--- src/rtl/prog_tick_counter.sv ---
// prog_tick_counter: programmable-rate up/down counter with wrap detection.
// A single down-counting divider produces step strobes at one of five
// selectable rates. Each step moves the count up or down, wrapping between
// 0 and CNT_MAX. The outputs are registered pulses that mark each step and
// each wrap.
module prog_tick_counter #(
    parameter int unsigned CNT_WIDTH = 7,
    parameter int unsigned CNT_MAX   = 100,
    parameter int unsigned DIV_WIDTH = 28,
    parameter int unsigned PERIOD0   = 1,
    parameter int unsigned PERIOD1   = 50000000,
    parameter int unsigned PERIOD2   = 25000000,
    parameter int unsigned PERIOD3   = 12500000,
    parameter int unsigned PERIOD4   = 5000000
) (
    input  logic                 CLOCK_50,
    input  logic                 resetn,
    input  logic [2:0]           clk_speed,
    input  logic                 run,
    input  logic                 dir,
    input  logic                 load,
    input  logic [CNT_WIDTH-1:0] load_value,
    output logic [CNT_WIDTH-1:0] current_number,
    output logic                 tick,
    output logic                 wrap
);

    // Wrap value at counter width. The divider reload values are one less
    // than the period, because the divider counts down to zero inclusive.
    localparam logic [CNT_WIDTH-1:0] MAX_VAL = CNT_WIDTH'(CNT_MAX);
    localparam logic [DIV_WIDTH-1:0] RELOAD0 = DIV_WIDTH'(PERIOD0 - 1);
    localparam logic [DIV_WIDTH-1:0] RELOAD1 = DIV_WIDTH'(PERIOD1 - 1);
    localparam logic [DIV_WIDTH-1:0] RELOAD2 = DIV_WIDTH'(PERIOD2 - 1);
    localparam logic [DIV_WIDTH-1:0] RELOAD3 = DIV_WIDTH'(PERIOD3 - 1);
    localparam logic [DIV_WIDTH-1:0] RELOAD4 = DIV_WIDTH'(PERIOD4 - 1);
    localparam logic [2:0]           SEL_LAST = 3'd4;

    // Maps a rate select to its divider reload value. Selects 5..7 are
    // invalid and map to 0, so the divider parks at 0 and stays there.
    function automatic logic [DIV_WIDTH-1:0] reloadFor(input logic [2:0] sel);
        logic [DIV_WIDTH-1:0] value;
        case (sel)
            3'd0:    value = RELOAD0;
            3'd1:    value = RELOAD1;
            3'd2:    value = RELOAD2;
            3'd3:    value = RELOAD3;
            3'd4:    value = RELOAD4;
            default: value = '0;
        endcase
        return value;
    endfunction

    logic [DIV_WIDTH-1:0] div_cnt_q, div_cnt_d;
    logic [2:0]           sel_q, sel_d;
    logic [CNT_WIDTH-1:0] count_q, count_d;
    logic                 tick_q, tick_d;
    logic                 wrap_q, wrap_d;

    logic                 speedChange;
    logic                 selValid;
    logic                 divZero;
    logic                 stepStrobe;

    // Step qualification. A change of rate select takes the whole cycle and
    // suppresses stepping. An invalid select never steps.
    always_comb begin
        speedChange = (clk_speed != sel_q);
        selValid    = (sel_q <= SEL_LAST);
        divZero     = (div_cnt_q == '0);
        stepStrobe  = run && !speedChange && selValid && divZero;
    end

    // Divider and select next state. A rate change restarts the divider at
    // the full period of the new rate. A step reloads it for the current
    // rate. While paused, the divider holds its partial period so that
    // counting resumes where it stopped.
    always_comb begin
        sel_d     = sel_q;
        div_cnt_d = div_cnt_q;
        if (speedChange) begin
            sel_d     = clk_speed;
            div_cnt_d = reloadFor(clk_speed);
        end else if (stepStrobe) begin
            div_cnt_d = reloadFor(sel_q);
        end else if (run && selValid && !divZero) begin
            div_cnt_d = div_cnt_q - DIV_WIDTH'(1);
        end
    end

    // Count next state. A load overrides any step in the same cycle and
    // clamps the loaded value to CNT_MAX. The wrap test uses >= and >, so an
    // out-of-range count cannot occur even in the unreachable case. The tick
    // follows the step strobe whether or not a load took over the count.
    always_comb begin
        count_d = count_q;
        tick_d  = stepStrobe;
        wrap_d  = 1'b0;
        if (load) begin
            count_d = (load_value > MAX_VAL) ? MAX_VAL : load_value;
        end else if (stepStrobe) begin
            if (!dir) begin
                if (count_q >= MAX_VAL) begin
                    count_d = '0;
                    wrap_d  = 1'b1;
                end else begin
                    count_d = count_q + CNT_WIDTH'(1);
                end
            end else begin
                if (count_q == '0) begin
                    count_d = MAX_VAL;
                    wrap_d  = 1'b1;
                end else if (count_q > MAX_VAL) begin
                    count_d = MAX_VAL;
                end else begin
                    count_d = count_q - CNT_WIDTH'(1);
                end
            end
        end
    end

    // State registers. Reset clears everything, including the divider, so a
    // period that is in progress is discarded.
    always_ff @(posedge CLOCK_50 or negedge resetn) begin
        if (!resetn) begin
            div_cnt_q <= '0;
            sel_q     <= '0;
            count_q   <= '0;
            tick_q    <= 1'b0;
            wrap_q    <= 1'b0;
        end else begin
            div_cnt_q <= div_cnt_d;
            sel_q     <= sel_d;
            count_q   <= count_d;
            tick_q    <= tick_d;
            wrap_q    <= wrap_d;
        end
    end

    assign current_number = count_q;
    assign tick           = tick_q;
    assign wrap           = wrap_q;

endmodule

--- config.mk ---
export PLATFORM = sky130hd
export DESIGN_NAME = prog_tick_counter
export DESIGN_NICKNAME = d
export VERILOG_FILES = /design/src/rtl/prog_tick_counter.sv
export SDC_FILE = /design/constraint.sdc
export NUM_CORES = 1
export LEC_CHECK = 0
export BUFFER_PORTS_ARGS = -buffer_cell sky130_fd_sc_hd__buf_4
export CORE_ASPECT_RATIO = 0.5
export CORE_MARGIN = 2
export CORE_UTILIZATION = 55
export DETAILED_ROUTE_END_ITERATION = 10
export GPL_TIMING_DRIVEN = 0
export HOLD_SLACK_MARGIN = 0.1
export PLACE_DENSITY_LB_ADDON = 0.05
export RECOVER_POWER = 50
export SLEW_MARGIN = 20
export SYNTH_ARGS = -nofsm -noshare
export SYNTH_HDL_FRONTEND = slang
export SYNTH_SLANG_ARGS = --single-unit
--- constraint.sdc ---
create_clock -name CLOCK_50 -period 4.47 [get_ports CLOCK_50]
set_input_delay 0.447 -clock CLOCK_50 [delete_from_list [all_inputs] [get_ports CLOCK_50]]
set_output_delay 0.447 -clock CLOCK_50 [all_outputs]
set_load 0.05 [all_outputs]
# Yosys cells after proc, flatten, opt, wreduce, memory -nomap -nowiden
# Index checks and enable logic that the tools add are counted.
[classes] addsub=3 multipliers=0 n_div=0 order_cmp=4 eq_ne=9 shift=0 muxes=17 bitwise_logic=0 n_reduce_logical=11
[ops] operator="$pmux W26 S4" n=2
[ops] operator="$mux W28" n=3
[ops] operator="$mux W7" n=7
[ops] operator="$logic_not A28 Y1" n=1
[ops] operator="$sub A28 B1 Y28 const B" n=1
[ops] operator="$gt A7 B7 Y1 const B" n=2
[ops] operator="$eq A3 B2 Y1 const B" n=4
[ops] operator="$add A7 B1 Y7 const B" n=1
[ops] operator="$ge A7 B7 Y1 const B" n=1
[ops] operator="$logic_not A7 Y1" n=1
[ops] operator="$sub A7 B1 Y7 const B" n=1
[ops] operator="$eq A3 B1 Y1 const B" n=2
[ops] operator="$eq A3 B3 Y1 const B" n=2
[ops] operator="$logic_and A1 B1 Y1" n=5
[ops] operator="$mux W1" n=5
[ops] operator="$le A3 B3 Y1 const B" n=1
[ops] operator="$ne A3 B3 Y1" n=1
[ops] operator="$reduce_bool A3 Y1" n=1
[ops] operator="$logic_not A1 Y1" n=2
[ops] operator="$reduce_bool A2 Y1" n=1
[word_totals] reg_bits=40 latchBits=0 mem_bits_rw=0 mem_bits_ro=0 in_bits=15 output_inout_bits=9 wordCells=49 memories=0

# Longest topological paths before layout
[logic_depth] word_depth=7 ltp_mapped=9 mapped_depth_nobuf=9

# Least setup slack after synthesis
# No wires, ideal clock.
[synth_timing] path_kind="reg-to-reg" startpoint="reg div_cnt_q[16]" endpoint="reg div_cnt_q[4]" setup_ns=0.111 arrival_ns=2.505 required_ns=4.359 setup_slack_ns=1.854 path_stages_with_launch=7 n_path_buf=0 period_less_slack_ns=2.616 path_cell_list="dfrtp_1 or4_4 or4_4 or4_4 nor4_2 nor4_1 a2111oi_2"
[synth_via] elab_chain_len=4 elab_cells_between_ends=7 cone_classes="mux: 2; reduce/logical: 5"
[synth_lines] item="from (decl)" line="53" text="logic [DIV_WIDTH-1:0] div_cnt_q, div_cnt_d;"
[synth_lines] item="from (signal assigned)" line="131" text="div_cnt_q <= div_cnt_d;"
[synth_lines] item="$logic_not A28 Y1 (*)" line="69" text="divZero = (div_cnt_q == '0);"
[synth_lines] item="$logic_and A1 B1 Y1 or $logic_not A1 Y1 (tied branches)" line="70, 85"
[synth_lines] item="$mux W28 or $logic_and A1 B1 Y1 (tied branches)" line="83, 85"
[synth_lines] item="$mux W28 or $reduce_bool A3 Y1 (tied branches)"
# Mark *: on every way between the ends. The rest lies on a longest branch, timed or not.
# A chain may end at the register's enable or synchronous reset.

# Worst setup path after layout
[layout_timing] startpoint="reg div_cnt_q[7]" endpoint="reg count_q[6], in the netlist current_number[6]"
[layout_via] elab_chain_len=3
[layout_lines] item="$logic_not A28 Y1" line="69"
[layout_lines] item="$logic_and A1 B1 Y1" line="70" text="stepStrobe = run && !speedChange && selValid && divZero;"
[layout_lines] item="net stepStrobe" line="62" text="logic stepStrobe;"
[layout_lines] item="$reduce_bool A2 Y1 (no line)"
[layout_lines] item="to (signal assigned)" line="133" text="count_q <= count_d;"
[layout_lines] item="to (decl)" line="55" text="logic [CNT_WIDTH-1:0] count_q, count_d;"
# The timed path passes the listed nets, and every way through them passes these cells.

==> results by group <==
Floorplanning
  • Die Ht: 56.5 um
  • Die width: 109 um
  • Total core area: 5400 sq um
  • Die area: 6160 sq um
  • Standard-cell row count: 19
  • I/O pin total: 24
  • Initial Utilization: 0.562

Yosys
  • Ys Warns: 0
  • Cell variety after synth: 60
  • Adder-cell share of the synthesized area: 0.0165
  • EDFF count, synth: 0
  • Post-synth top area share: 0.330
  • Synth area leaders: dfrtp_1 33%, nor2_1 5.8%, a21oi_1 5.3%
  • Sequential area share after synthesis: 0.330
  • Compound-Gate Fraction of Synth Area: 0.259
  • Post-synthesis xor/xnor area fraction: 0.0318
  • Avg Cell Area, Syn: 7.85 sq um
  • Synth Register Bits: 40
  • Cells after synthesis: 386
  • Top cell type by total area after synthesis: dfrtp_1
  • Syn_nets: 405
  • Mux cell area share after synthesis: 0.0305
  • Largest family of logic cells by synthesized area: simple AND/OR/NAND/NOR gates
  • Async SR Flop Fraction: 1.00
  • Simple-gate share of the synthesized area: 0.287
  • Predominant post-synthesis flop cell: dfrtp_1
  • Cell Area, Synth: 3030 sq um

Run
  • Max cap viols: 1

Clock tree
  • Inserted Clock Buffers: 5
  • Clk_lat worst skew: 0.32 ns
  • Clock Tree Root: clkbuf_8
  • Clock sinks: 40
  • Hold buffers post-CTS: 0
  • H-tree depth: 2
  • Post-CTS Setup Inserts: 0
  • CTS tree: built
  • Clock buffer depth: 2
  • Clock-pin slew on the worst setup and hold paths: 0.08 ns
  • Post_cts resized: 0

Global route
  • Grt total ovfl: 0
  • Initial antenna violation count: 0
  • Busiest layer in global routing: met2
  • Number of global-route vias before repair: 2,989
  • GR Util met3: 0.0743
  • GR Util met2: 0.469
  • GR Util All Layers: 0.304
  • Met1 global-route usage: 0.409
  • Largest net degree at the start of global routing: 41
  • First-pass GRT wire length: 14,300 um

Drt
  • Drt via density: 6.60
  • Pre-Repair DR Iteration Count: 5
  • Vias: 3,219
  • Final WL: 8710 um
  • WL per Instance: 17.8 um
  • Drt first-iter violations: 290
  • Remaining routing DRC violations: 0
  • DRT antenna net count: 0

STA
  • Final hold vios: 0
  • Slew @ Worst Pin: 2.18 ns
  • Worst rel slew slack: -0.452
  • Setup_tns: 0 ns
  • RSZ-0062 raised after global routing: false
  • Final Slew Violations: 41
  • Crit path time final: 3.30 ns
  • Worst clock skew: 0.00841 ns
  • Final period util: 0.738
  • Fmax: 303 MHz
  • Final setup violation count: 0
  • Hold Slack: 0.364 ns

Setup path
  • WS Path Type: flip-flop to flip-flop
  • Req. time, crit path: 4.65 ns
  • Worst setup SP type: flip-flop
  • CP Data Arrival Time: 3.48 ns
  • Worst Path Max Fanout: 10
  • CP Capture Type: flip-flop

Placed design
  • Routability-driven placement congestion ratio: 0.903
  • Placed cell count: 480
  • Post-DP Area: 3280 sq um
  • Number of buffers added on ports: 21
  • Hpwl dp: 6360 um

Pwr
  • Maximum vdd drop: 0.180 mV
  • Leak: 0.00137 uW
  • PD cells: 329 nW/um^2

Finish
  • Cell Count, Final, Fillers Out: 488
  • Layout cells sized above 1: 0.0988
  • Final non-filler cell area: 3360 sq um
  • Synth-to-layout area growth: 10.9%
  • Antenna cells: 0
  • # fillers: 466
  • Nets: 433

Run status
  • Run status: complete, but fails checks
  • Failing checks: max-capacitance violations, max-slew violations

Worst hold path
  • Hold WC Path Type: primary input to flip-flop
==> power breakdown <==
part | total [uW] | internal [uW] | switching [uW]
registers | 474 | 407 | 67.4
clock network | 262 | 126 | 136
logic | 370 | 137 | 233
total | 1110 | 670 | 437
==> flip-flops by register name, summed over array words and instances, names as in the netlist <==
signal / cells
div_cnt_q: 28
current_number: 7
sel_q: 3
wrap: 1
tick: 1
==> layout by cell type (no fill, tap or decap), drive strengths merged, types with 6 or more instances in the layout <==
cell type	synthesis	final
nor2	47	47
dfrtp	40	40
clkbuf	22	33
a21oi	32	32
nor3	26	26
nand2	26	26
o21ai	25	25
buf	2	20
nor4	15	15
nand3	14	14
inv	12	12
a31oi	8	8
and3	7	7
mux2i	7	7
nand2b	6	6
xor2	6	6
==> cell families (layout without fill, tap and decap cells) <==
| family | count (synthesis) | count (layout) |
|---|---|---|
| AND/OR/NAND/NOR | 169 | 169 |
| AO/OA/AOI/OAI | 117 | 117 |
| flip-flops | 40 | 40 |
| buffers and inverters | 36 | 65 |
| XOR/XNOR | 11 | 11 |
| multiplexers | 9 | 9 |
| adder cells (fa/ha/maj) | 4 | 4 |
==> worst max-delay path: stages (launching register included) <==
cell and delay [ns]:
dfrtp_1 0.43, nor4_1 0.82, nand4_1 0.24, clkbuf_1 0.30
nor4_1 0.55, nand2_1 0.33, inv_2 0.21, mux2i_1 0.19
o21ai_0 0.09
==> metrics by stage <==
stage	worst slack [ns]	power, uW	util
5_1_grt	0.861	1170	0.623
4_1_cts	1.28	1100	0.625
3_3_place_gp	1.32	828	0.608
6_report	1.17	1110	0.623
3_5_place_dp	1.31	842	0.608
2_1_floorplan	1.85	732	-
==> metal layers <==
| layer | share of wire | wire length (um) |
|---|---|---|
| met5 | 0 | 0 |
| met4 | 0.013 | 112 |
| met3 | 0.10 | 867 |
| met2 | 0.45 | 3910 |
| met1 | 0.44 | 3820 |
==> area by class of cell <==
cell class / instances / area (sq um) / area share
Clock buffer: 8 / 90.1 / 0.0268
Timing Repair Buffer: 21 / 150 / 0.0446
Sequential cell: 40 / 1000 / 0.298
Buffer: 24 / 91.3 / 0.0272
Tap cell: 73 / 91.3 / 0.0272
Multi-Input combinational cell: 310 / 1890 / 0.563
Inverter: 12 / 45.0 / 0.0134
==> cell usage after synthesis (2+ instances only) <==
library cell / count
nor2_1: 47
dfrtp_1: 40
a21oi_1: 32
nand2_1: 26
nor3_1: 26
o21ai_0: 25
clkbuf_1: 22
nand3_1: 14
nor4_1: 13
inv_1: 11
a31oi_1: 8
and3_1: 7
mux2i_1: 7
nand2b_1: 6
xor2_1: 6
a211oi_1: 5
a21o_1: 5
nand4_1: 5
xnor2_1: 5
ha_1: 4
or3_1: 4
a2bb2oi_1: 3
a31o_2: 3
nor2b_1: 3
nor3b_1: 3
o22a_1: 3
o311ai_0: 3
o31ai_1: 3
o41ai_1: 3
or4_4: 3
a22oi_1: 2
a32o_1: 2
a32oi_1: 2
and2_1: 2
mux2_2: 2
nand3b_1: 2
nor4_2: 2
nor4b_1: 2
o2111ai_1: 2
o211ai_1: 2
or2_2: 2
==> worst paths after layout <==
kind                            slack, ns  depth (start not counted)                       endpoint                 startpoint
worst max-delay path                 1.17                          8  current_number[6]$_DFFE_PN0P_   div_cnt_q[7]$_DFFE_PN0P_
worst min-delay path                 0.36                          3  current_number[6]$_DFFE_PN0P_              load_value[6]
worst max register to register       1.17                          8  current_number[6]$_DFFE_PN0P_   div_cnt_q[7]$_DFFE_PN0P_
min in group asynchronous            0.77                          1      div_cnt_q[10]$_DFFE_PN0P_                     resetn
worst min register to register       0.51                          1      div_cnt_q[26]$_DFFE_PN0P_  div_cnt_q[26]$_DFFE_PN0P_
max in group asynchronous            2.46                          1      div_cnt_q[24]$_DFFE_PN0P_                     resetn
(Power assumes the default switching activity.)
